--- config.mk ---
export PLATFORM = sky130hd
export DESIGN_NAME = speed_mode_ctrl
export DESIGN_NICKNAME = d
export VERILOG_FILES = /design/src/rtl/blink_pkg.sv /design/src/rtl/btn_debounce.sv /design/src/rtl/speed_mode_ctrl.sv
export SDC_FILE = /design/constraint.sdc
export NUM_CORES = 1
export LEC_CHECK = 0
export CORE_MARGIN = 4
export CORE_UTILIZATION = 45
export CTS_BUF_LIST = sky130_fd_sc_hd__clkbuf_16
export DETAILED_ROUTE_END_ITERATION = 8
export GPL_TIMING_DRIVEN = 0
export SLEW_MARGIN = 20
export SYNTH_ARGS = -nofsm -noshare
export SYNTH_HDL_FRONTEND = slang
export SYNTH_SLANG_ARGS = --single-unit
--- constraint.sdc ---
create_clock -name clk -period 5.05 [get_ports clk]
set_input_delay 0.7575 -clock clk [delete_from_list [all_inputs] [get_ports clk]]
set_output_delay 0.7575 -clock clk [all_outputs]
set_load 0.005 [all_outputs]
--- src/rtl/blink_pkg.sv ---
// Shared constants and types for the blink-rate path (speed_mode_ctrl, clock_divider).
// Latency: n/a (declarations only).
// Backpressure: n/a.
package blink_pkg;

  localparam int CLK_HZ = 50_000_000;

  // Blink-rate selector encoding; clock_divider decodes the same constants.
  localparam logic [2:0] MODE_1HZ = 3'd0;
  localparam logic [2:0] MODE_2HZ = 3'd1;
  localparam logic [2:0] MODE_4HZ = 3'd2;
  localparam logic [2:0] MODE_6HZ = 3'd3;
  localparam logic [2:0] MODE_8HZ = 3'd4;
  localparam logic [2:0] MAX_MODE = MODE_8HZ;

  // Hold-to-repeat state per button.
  typedef enum logic [1:0] {
    ST_IDLE   = 2'd0,
    ST_HOLD   = 2'd1,
    ST_REPEAT = 2'd2
  } rep_state_t;

endpackage

--- src/rtl/btn_debounce.sv ---
// Button conditioner: 2-flop sync, level debounce, press edge detect, hold-to-repeat.
// Latency: step fires DEBOUNCE_CYCLES+2 edges after the first edge that samples a clean press.
// Backpressure: none; step is a single-cycle pulse with no acknowledge.
// Ports: clk, rst (sync, active-high), btn (raw, async), step (1-cycle pulse, combinational from flops).
module btn_debounce
  import blink_pkg::*;
#(
  parameter int DEBOUNCE_CYCLES = 1_000_000,
  parameter int HOLD_CYCLES     = 50_000_000,
  parameter int REPEAT_CYCLES   = 12_500_000,
  parameter int CNT_W           = 26
) (
  input  logic clk,
  input  logic rst,
  input  logic btn,
  output logic step
);

  localparam logic [CNT_W-1:0] DB_LAST   = CNT_W'(DEBOUNCE_CYCLES - 1);
  localparam logic [CNT_W-1:0] HOLD_LAST = CNT_W'(HOLD_CYCLES - 1);
  localparam logic [CNT_W-1:0] REP_LAST  = CNT_W'(REPEAT_CYCLES - 1);

  logic             s1;
  logic             s2;
  logic             db;
  logic             db_q;
  logic [CNT_W-1:0] db_cnt;
  logic [CNT_W-1:0] hold_cnt;
  logic [CNT_W-1:0] hold_cnt_nxt;
  rep_state_t       state;
  rep_state_t       state_nxt;
  logic             press;

  // Synchroniser and debounce: db only follows s2 after it has differed
  // for DEBOUNCE_CYCLES consecutive samples; any bounce back restarts the count.
  always_ff @(posedge clk) begin
    if (rst) begin
      s1     <= 1'b0;
      s2     <= 1'b0;
      db     <= 1'b0;
      db_q   <= 1'b0;
      db_cnt <= '0;
    end else begin
      s1   <= btn;
      s2   <= s1;
      db_q <= db;
      if (s2 == db) begin
        db_cnt <= '0;
      end else if (db_cnt == DB_LAST) begin
        db     <= s2;
        db_cnt <= '0;
      end else begin
        db_cnt <= db_cnt + 1'b1;
      end
    end
  end

  assign press = db & ~db_q;

  always_ff @(posedge clk) begin
    if (rst) begin
      state    <= ST_IDLE;
      hold_cnt <= '0;
    end else begin
      state    <= state_nxt;
      hold_cnt <= hold_cnt_nxt;
    end
  end

  // A release always wins over a pending repeat so no step leaks out
  // in the cycle the debounced level drops.
  always_comb begin
    state_nxt    = state;
    hold_cnt_nxt = hold_cnt;
    step         = 1'b0;
    case (state)
      ST_IDLE: begin
        hold_cnt_nxt = '0;
        if (press) begin
          step      = 1'b1;
          state_nxt = ST_HOLD;
        end
      end
      ST_HOLD: begin
        if (!db) begin
          state_nxt    = ST_IDLE;
          hold_cnt_nxt = '0;
        end else if (hold_cnt == HOLD_LAST) begin
          step         = 1'b1;
          state_nxt    = ST_REPEAT;
          hold_cnt_nxt = '0;
        end else begin
          hold_cnt_nxt = hold_cnt + 1'b1;
        end
      end
      ST_REPEAT: begin
        if (!db) begin
          state_nxt    = ST_IDLE;
          hold_cnt_nxt = '0;
        end else if (hold_cnt == REP_LAST) begin
          step         = 1'b1;
          hold_cnt_nxt = '0;
        end else begin
          hold_cnt_nxt = hold_cnt + 1'b1;
        end
      end
      default: begin
        state_nxt    = ST_IDLE;
        hold_cnt_nxt = '0;
      end
    endcase
  end

endmodule

--- src/rtl/speed_mode_ctrl.sv ---
// Blink-rate selector driven by faster/slower push-buttons with hold-to-repeat.
// Latency: mode_hz updates DEBOUNCE_CYCLES+3 edges after a clean press is first sampled.
// Backpressure: none; steps at a mode limit or colliding in one cycle are dropped.
// Ports: clk, rst (sync, active-high), btn_up/btn_down (raw, async),
//        mode_hz (3-bit selector, registered), mode_changed (1-cycle pulse with each new mode_hz).
module speed_mode_ctrl
  import blink_pkg::*;
#(
  parameter int         DEBOUNCE_CYCLES = CLK_HZ / 50,
  parameter int         HOLD_CYCLES     = CLK_HZ,
  parameter int         REPEAT_CYCLES   = CLK_HZ / 4,
  parameter int         CNT_W           = 26,
  parameter logic [2:0] MAX_MODE        = blink_pkg::MAX_MODE,
  parameter logic [2:0] RESET_MODE      = MODE_1HZ
) (
  input  logic       clk,
  input  logic       rst,
  input  logic       btn_up,
  input  logic       btn_down,
  output logic [2:0] mode_hz,
  output logic       mode_changed
);

  logic up_step;
  logic down_step;

  btn_debounce #(
    .DEBOUNCE_CYCLES(DEBOUNCE_CYCLES),
    .HOLD_CYCLES    (HOLD_CYCLES),
    .REPEAT_CYCLES  (REPEAT_CYCLES),
    .CNT_W          (CNT_W)
  ) u_up (
    .clk (clk),
    .rst (rst),
    .btn (btn_up),
    .step(up_step)
  );

  btn_debounce #(
    .DEBOUNCE_CYCLES(DEBOUNCE_CYCLES),
    .HOLD_CYCLES    (HOLD_CYCLES),
    .REPEAT_CYCLES  (REPEAT_CYCLES),
    .CNT_W          (CNT_W)
  ) u_down (
    .clk (clk),
    .rst (rst),
    .btn (btn_down),
    .step(down_step)
  );

  // Same-cycle up/down steps cancel; a step into a limit saturates silently.
  always_ff @(posedge clk) begin
    if (rst) begin
      mode_hz      <= RESET_MODE;
      mode_changed <= 1'b0;
    end else begin
      mode_changed <= 1'b0;
      if (up_step && !down_step && (mode_hz < MAX_MODE)) begin
        mode_hz      <= mode_hz + 3'd1;
        mode_changed <= 1'b1;
      end else if (down_step && !up_step && (mode_hz != 3'd0)) begin
        mode_hz      <= mode_hz - 3'd1;
        mode_changed <= 1'b1;
      end
    end
  end

endmodule

==> run summary, run 1 <==
The via count of the first global-routing pass is 4075. The die covers 0.01405 mm^2. The clock transition time at the flip-flop clock pins of the worst setup and hold paths is around 0.050 ns. The first-iteration detailed-routing DRC count came out at 270.

The final worst hold slack came out at between 0.4 and 0.5 ns. STA classifies the critical path endpoint as a flip-flop. For the pin with the worst max-slew slack, the measured transition is 0.9819 ns.

The synthesized design spends more area on one cell type than any other, namely sky130_fd_sc_hd__dfxtp_1. Along the worst path, the maximum fanout reaches 5. The ratio of routed vias to standard cells is around 5.2. The root buffer cell is sky130_fd_sc_hd__clkbuf_16. Of all flip-flops after synthesis, the portion carrying an async set or reset was 0%.

The min-delay analysis places its worst path in the category flip-flop to flip-flop. The clock passes through at most 2 buffers. The post-place instance area came out at ~0.0058 mm^2. In this run the power density over the cells is between 300 and 400 mW/mm^2.

The top-level I/O count is 8. From bottom edge to top edge, the die measures 118.5 um. The signal on the critical path passes through ha_1 -> and3_1 -> buf_2 -> nand4_1 -> a2111o_1 -> a2111oi_0 -> inv_1 -> fa_1 -> o21ai_0 -> a221oi_2. The number of endpoints with negative hold slack in the final report is 0. In this design, the stage delay of the slowest critical-path cell is around 0.75 ns.

The final antenna-violating net count came out at 0. Counting both buffers and inverters, the worst setup path holds a total of 2. The placement-stage worst setup slack is roughly 1.7 ns. Data on the critical path is required at its endpoint by 5.38 ns.

The data arrival time of the critical path came out at ~3.8 ns. The number of max-capacitance violations reported came out at 0. The global-route congestion overflow total came out at 0. The number of distinct standard cells referenced by the synthesized netlist came out at 52. The count of mapped cells out of synthesis came out at 625.

The cell area after synthesis came out at 0.005497 mm^2. The floorplan has 40 rows. The CTS H-tree depth is 4. CTS saw 120 sinks. Buffers added to address setup during post-CTS repair amount to 0. Based on the critical path, the design can be clocked at up to around 290 MHz. The sequential area share after synthesis is 43.71%.

The post-route standard cell area excluding fillers is between 0.006 and 0.007 mm^2. The leading register cell type out of synthesis is sky130_fd_sc_hd__dfxtp_1. After filler insertion, the fill cell instance count of the layout stands at approximately 1100. The worst-skew pair later-pin latency is 0.41 ns. The number of synthesized flops with an enable pin is 0. The signed area change from the synthesized netlist to the final layout is 16.16%. The worst setup path is launched from a flip-flop. For this configuration, the core starts out at a cell density of 45.95%. The number of storage elements in the synthesis netlist is 120.

The post-DP HPWL came out at 7249 um. The post-synthesis net count is 642. The post-layout total power is between 2000 and 2500 uW. The worst setup path is of the flip-flop to flip-flop kind. Setup violations remaining at the end of the flow were counted as 0. The antenna cell count came out at 0. Summed over its instances, the top area cell type makes up 43.71% of the synthesized netlist area. The setup total negative slack came out at 0 ns. Among all cell types in the netlist, the one instantiated most often is sky130_fd_sc_hd__nor2_1. The core outline area is 0.01196 mm^2.

The worst-case clock skew is ~0.0094 ns. On the critical path the largest part of the delay comes from compound AO/OA/AOI/OAI gates. The vias after detailed routing is between 4000 and 5000. The first detailed-routing pass took 4 iterations. The overall die width came out at approximately 120 um. The final worst setup slack is roughly 1.6 ns. The final weighted congestion in routability-driven placement came out at 0.8119. TritonCTS built the clock tree. The run finished with clean final reports. The number of nets in the finished design came out at between 600 and 700. The sum of routed wire length over all layers is ~10000 um.

The largest vdd supply drop came out at about 0.00025 V. By area the synthesized netlist is led by sky130_fd_sc_hd__dfxtp_1 44%, sky130_fd_sc_hd__xor2_1 9.2%, sky130_fd_sc_hd__nor2_1 8.7%, sky130_fd_sc_hd__xnor2_1 6.1%, sky130_fd_sc_hd__nand3_1 4.1%. Setup repair after global routing left no endpoint under its margin. The final max-slew violation count is 0. The quantity of gates resized following cts is 0. The static power due to leakage came out at around 0.002 uW. The pin count of the biggest net entering global routing came out at 17. Yosys printed 0 warnings. Buffers inserted during clock tree synthesis total 17. The global-route wire length before repair came out at between 15000 and 20000 um.

The count of hold-fix buffers inserted at cts came out at 0. The average detailed-routed wire length per instance is between 10 and 15 um. The final routed DRC violation total came out at 0. The worst pin sits at a relative slew slack of between 30% and 40%. The number of antenna violations at the first check in global routing came out at 0. Of the cells placed in the final design, the portion with a size suffix greater than 1 is under 10%. In the global route stage, overall resource usage came out at between 15 and 20%. The final clock period utilization by the worst path is 67.77%.

The post-route minimum period is 3.422 ns. The synthesized area per cell is 8.794 um^2. By count the netlist is led by 127 x sky130_fd_sc_hd__nor2_1, 120 x sky130_fd_sc_hd__dfxtp_1, 58 x sky130_fd_sc_hd__xor2_1, 45 x sky130_fd_sc_hd__nand3_1, 38 x sky130_fd_sc_hd__xnor2_1. The cell at the slowest stage of the critical path is sky130_fd_sc_hd__a2111oi_0. The number of I/O port buffers came out at 7.
-- metal layers --
metal  track usage, %  up-vias  routed length, um
met1            20.90     1968               5392
met2            23.77       37               4687
li1                 -     2203                  -
met3            5.885       10                306
met5                0        -                  0
met4            5.938        0                109
-- power breakdown --
group,switching (uW),total [uW],internal (uW)
sequential,1.06,950,949
clock,426,1290,867
combinational,7.61,12.4,4.75
-- final timing paths --
path                                     from                     endpoint  slack, ns  cells after the start
setup / recovery  u_up.hold_cnt[0]$_SDFF_PP0_      mode_hz[1]$_SDFFE_PP0P_       1.63                     10
hold / removal    u_down.db_cnt[0]$_SDFF_PP0_  u_down.db_cnt[0]$_SDFF_PP0_       0.44                      1
hold reg to reg   u_down.db_cnt[0]$_SDFF_PP0_  u_down.db_cnt[0]$_SDFF_PP0_       0.44                      1
setup reg to reg  u_up.hold_cnt[0]$_SDFF_PP0_      mode_hz[1]$_SDFFE_PP0P_       1.63                     10
-- registers in the layout, indices dropped and copies added (netlist names), 2 cells and up --
register and flops:
u_down.db_cnt 26, u_down.hold_cnt 26, u_up.db_cnt 26, u_up.hold_cnt 26, mode_hz 3, u_down.state 2
u_up.state 2
-- worst reg2reg max path: cells and delay by family, from the launching register on --
family	cells	cell delay, ns
simple gates	2	0.35
flops	1	0.36
compound gates	4	1.57
buf+inv	2	0.35
fa+ha+maj	2	0.70
-- logic make-up (layout without fill, tap and decap cells) --
family / count (synthesis) / in the layout / synth area share (%)
buffers and inverters: 29 / 68 / 2.003
adders and majority gates: 13 / 13 / 3.096
muxes: 4 / 4 / 0.7512
and+or+nand+nor: 330 / 330 / 30.48
xor gates and xnor gates: 96 / 96 / 15.30
DFF: 120 / 120 / 43.71
AOI/OAI and AO/OA: 33 / 33 / 4.666
-- cell usage in the layout, fill, tap and decap left out, types with 4 or more instances in the layout --
cell type	synthesis	layout
sky130_fd_sc_hd__clkbuf_16	0	17
sky130_fd_sc_hd__nor2_1	127	127
sky130_fd_sc_hd__or3_1	7	7
sky130_fd_sc_hd__nand4_1	29	29
sky130_fd_sc_hd__clkdlybuf4s50_1	0	7
sky130_fd_sc_hd__bufinv_16	0	5
sky130_fd_sc_hd__nor4_1	6	6
sky130_fd_sc_hd__nor2b_1	10	10
sky130_fd_sc_hd__and3_1	15	15
sky130_fd_sc_hd__nor3_1	16	16
sky130_fd_sc_hd__and4_1	8	8
sky130_fd_sc_hd__and2_1	4	4
sky130_fd_sc_hd__xor2_1	58	58
sky130_fd_sc_hd__nand3_1	45	45
sky130_fd_sc_hd__dfxtp_1	120	120
sky130_fd_sc_hd__clkbuf_1	12	12
sky130_fd_sc_hd__xnor2_1	38	38
sky130_fd_sc_hd__a21oi_1	7	7
sky130_fd_sc_hd__ha_1	12	12
sky130_fd_sc_hd__o21ai_0	7	7
sky130_fd_sc_hd__inv_1	15	16
sky130_fd_sc_hd__nor4b_1	5	5
sky130_fd_sc_hd__nand2_1	36	36
-- per-stage QoR --
step	std cells	util, %
floorplan	625	-
global placement	779	48.08
detailed placement	779	48.08
CTS	811	53.38
global route	811	53.38
finish	811	53.38
-- cell type report --
class                   count  area (um^2)  area share (%)
clock buffers              17        425.4           6.663
inverters                  15        56.30          0.8818
repair buffers              7        70.07           1.097
clock inverters            15        209.0           3.273
flip-flops and latches    120         2402           37.62
plain buffers              14        53.80          0.8426
multi-input cells         476         2984           46.74
well taps                 147        183.9           2.881
Power figures use the tool's default switching activity.
==> run 2: changes to the inputs <==
==> constraint.sdc (replaced) <==
create_clock -name clk -period 3.3 [get_ports clk]
set_input_delay 0.495 -clock clk [delete_from_list [all_inputs] [get_ports clk]]
set_output_delay 0.495 -clock clk [all_outputs]
set_load 0.005 [all_outputs]
==> run 2 against run 1 <==
  * Wire length is essentially flat
  * Total power increased by 53%
  * Sequential power grew 53%
  * Global-route usage rose by 0.050 points
  * Sequential cell count unchanged
  * Clock skew barely moved
  * Core utilization grew 0.26 points
  * Worst setup slack got worse by 1.4 ns
  * Critical path depth did not move
  * Design area increased by 0.49%
  * Die area did not move
  * Via count rose by 0.50%
  * Largest power group unchanged
  * Critical endpoint unchanged
==> run summary, run 2 (synthesized netlist as in run 1, its figures left out) <==
The flow ran to the end, and the final reports show no timing, DRC or antenna violations. The clock transition time at the flip-flop clock pins of the worst setup and hold paths is 0.05 ns (about the same). The share of cells above drive strength 1 was 6.476% (+0.45 points). The area enclosed by the die boundary was 0.01405 mm^2 (unchanged). The antenna cell count is 0 (unchanged). The setup fix buffers added after clock tree synthesis is 0 (unchanged). The number of I/O port buffers came out at 7 (unchanged). The average detailed-routed wire length per instance is 12.94 um (about the same). The CTS H-tree depth is 4 (unchanged). The library cell used most frequently in the layout, excluding fill and tap cells, is sky130_fd_sc_hd__nor2_1. The placement-stage worst setup slack was -0.09968 ns (-1.750 ns).

The top-level I/O count came out at 8 (unchanged). The worst-skew pair later-pin latency came out at 0.41 ns (about the same). The final weighted congestion in routability-driven placement was 0.8119 (unchanged). The critical path goes through ha_1 -> and3_1 -> buf_2 -> nand4_1 -> a2111o_1 -> a2111oi_4 -> inv_1 -> fa_1 -> o21ai_0 -> a221oi_2. The final max-slew violation count is 0 (unchanged).

The final worst hold slack came out at 0.4351 ns (+0.00001500 ns). The total of endpoints with negative setup slack in the final report is 0 (unchanged). The post-DP HPWL is 7249 um (unchanged).

The storage element area is 0.002402 mm^2 (unchanged). The data arrival time of the critical path is 3.35 ns (-0.40 ns). The worst min-delay path category is flip-flop to flip-flop. The multi-input gate area in the final layout came to 0.003015 mm^2 (+1.0%). The post-layout total power came out at 3451 uW (+53%). The count of hold-fix buffers inserted at cts came out at 0 (unchanged).

The number of buffers created by CTS was 17 (unchanged). The worst setup path is captured at a flip-flop. The post-place instance area is 0.005751 mm^2 (unchanged). The hold path startpoint is u_down.db_cnt[0]$_SDFF_PP0_. The clock share of power is 57.3% (about the same). The largest driver fanout on the critical path came out at 5 (unchanged).

The register share of total power was 42.1% (about the same). The maximum clock rate is 330.5 MHz (+13%). The number of nets in the finished design came out at 668 (unchanged). The final antenna-violating net count is 0 (unchanged). The post-route minimum period came out at 3.026 ns (-0.3969 ns).

The utilization after layout was 53.64% (+0.26 points). The vias after detailed routing was 4239 (+0.50%). The combinational share of power is 0.5% (about the same). The static power due to leakage is 0.002027 uW (+0.13%). The number of endpoints with negative hold slack in the final report is 0 (unchanged). The maximum single-stage delay on the critical path is 0.49 ns (-0.26 ns).

The final routed DRC violation total came out at 0 (unchanged). The largest delay contributor family on the critical path is compound AO/OA/AOI/OAI gates. Clock tree synthesis selected as its root buffer the cell sky130_fd_sc_hd__clkbuf_16.

The TritonCTS sink count is 120 (unchanged). The number of cells on the critical path is 10 (unchanged). The number of optimization iterations in the first detailed-route pass came out at 4 (unchanged). The total net switching power is 664.7 uW (+53%). The signed area change from the synthesized netlist to the final layout is 16.73%. The total track usage is 15.94% (+0.050 points).

The worst slew margin relative to its limit came out at 33.06% (+0.21 points). The buffer depth of the longest clock path is 2 (unchanged). The ratio of routed vias to standard cells came out at 5.227 (+0.50%). The pin count of the biggest net entering global routing is 17 (unchanged). The total buffers and inverters traversed by the critical path came out at 2 (unchanged).

The count of standard-cell rows came to 40 (unchanged). The startpoint identified for the worst register-to-register timing path is u_up.hold_cnt[0]$_SDFF_PP0_. The global-route wire length before repair came out at 18470 um (+0.45%). The worst hold path terminates at u_down.db_cnt[0]$_SDFF_PP0_. The worst hold path stage count came out at 1 (unchanged). The final worst setup slack came to 0.2744 ns (-1.353 ns). The via count of the first global-routing pass is 4097 (+0.54%). The startpoint class of the critical path is a flip-flop. The critical path is of the flip-flop to flip-flop type. The post-route standard cell area excluding fillers came out at 0.006416 mm^2 (+0.49%). The measured slew at the worst slew-check pin came out at 0.9787 ns (-0.003134 ns).

The worst reg-to-reg path cell count came out at 10 (unchanged). The global-route congestion overflow total came out at 0 (unchanged). The core outline area is 0.01196 mm^2 (unchanged). TritonCTS built the clock tree. In the layout the commonest cells are 127 x sky130_fd_sc_hd__nor2_1, 120 x sky130_fd_sc_hd__dfxtp_1, 58 x sky130_fd_sc_hd__xor2_1. The first-iteration detailed-routing DRC count is 268 (-0.74%). The largest vdd supply drop is 0.0003864 V (+53%). The sum of routed wire length over all layers was 10500 um (about the same). The power density over the cells came out at 537.9 mW/mm^2 (+52%). The required arrival time at the worst endpoint came out at 3.63 ns (-1.75 ns). Setup repair after global routing left no endpoint under its margin. The share of total power consumed by net switching is 19.26% (-0.029 points).

The cell internal power dissipation is 2787 uW (+53%). The final clock period utilization by the worst path is 91.68% (+24 points). The floorplan die height came out at 118.5 um (unchanged). The overall die width is 118.5 um (unchanged). The starting density of the core is 45.95% (unchanged). The number of max-capacitance violations reported is 0 (unchanged). The worst-case clock skew came out at 0.009159 ns (-0.0001910 ns).

Among all stages on the critical path, the largest delay is contributed by sky130_fd_sc_hd__fa_1. In this run the critical register-to-register path is captured at mode_hz[1]$_SDFFE_PP0P_. The register-to-register path setup slack is 0.27 ns (-1.35 ns).

The number of antenna violations at the first check in global routing is 0 (unchanged). The count of filler cells inserted in the layout is 1118 (-0.27%).
-- run 2: worst max-delay path by stage --
stage / startpoint / end / slack, ns
after floorplan: u_up.hold_cnt[0]$_SDFF_PP0_ / mode_hz[1]$_SDFFE_PP0P_ / 0.21
after global placement: u_up.hold_cnt[0]$_SDFF_PP0_ / mode_hz[1]$_SDFFE_PP0P_ / -0.11
after detailed placement: u_up.hold_cnt[0]$_SDFF_PP0_ / mode_hz[1]$_SDFFE_PP0P_ / -0.1
after CTS: u_up.hold_cnt[0]$_SDFF_PP0_ / mode_hz[1]$_SDFFE_PP0P_ / 0.001
after global routing: u_up.hold_cnt[0]$_SDFF_PP0_ / mode_hz[1]$_SDFFE_PP0P_ / 0.1
final: u_up.hold_cnt[0]$_SDFF_PP0_ / mode_hz[1]$_SDFFE_PP0P_ / 0.27
-- run 2: metal layers --
metal / track usage [%] / share of wire, %
met3: 5.885 / 3.0
met2: 23.94 / 45
met1: 20.90 / 51
met5: 0 / 0
met4: 5.938 / 1.0
-- run 2: timing repair --
action,CTS,global route
hold endpoints to repair,0,0
gates cloned,0,0
gates resized for setup,1,5
setup endpoints to repair,2,2
-- run 2: worst register-to-register path, delay by kind of cell (launching register included) --
| family | cells | cell delay (ns) |
|---|---|---|
| compound gates | 4 | 1.26 |
| fa+ha+maj | 2 | 0.67 |
| buf+inv | 2 | 0.29 |
| flops | 1 | 0.36 |
| simple gates | 2 | 0.35 |
-- run 2: layout make-up --
cell class,instances,share of cell area (%)
Inverter,15,0.8775
Buffer,14,0.8385
Tap cell,147,2.867
Sequential cell,120,37.44
Clock inverter,15,3.257
Timing Repair Buffer,7,1.092
Multi-Input combinational cell,476,47.00
Clock buffer,17,6.630
-- run 2: stage by stage --
| stage | TNS (ns) | std cells |
|---|---|---|
| detailed placement | -0.1329 | 779 |
| CTS | 0 | 811 |
| floorplan | 0 | 625 |
| global placement | -0.1334 | 779 |
| finish | 0 | 811 |
| global route | 0 | 811 |
-- run 2: power groups by stage --
| stage | Sequential (uW) | Clock [uW] | Combinational [uW] |
|---|---|---|---|
| final | 1450 | 1980 | 19.0 |
| after global routing | 1450 | 2100 | 21.6 |
| after CTS | 1450 | 2030 | 19.5 |
| after detailed placement | 1490 | 0 | 19.2 |
| after global placement | 1490 | 0 | 19.1 |
| after floorplan | 1480 | 0 | 11.1 |
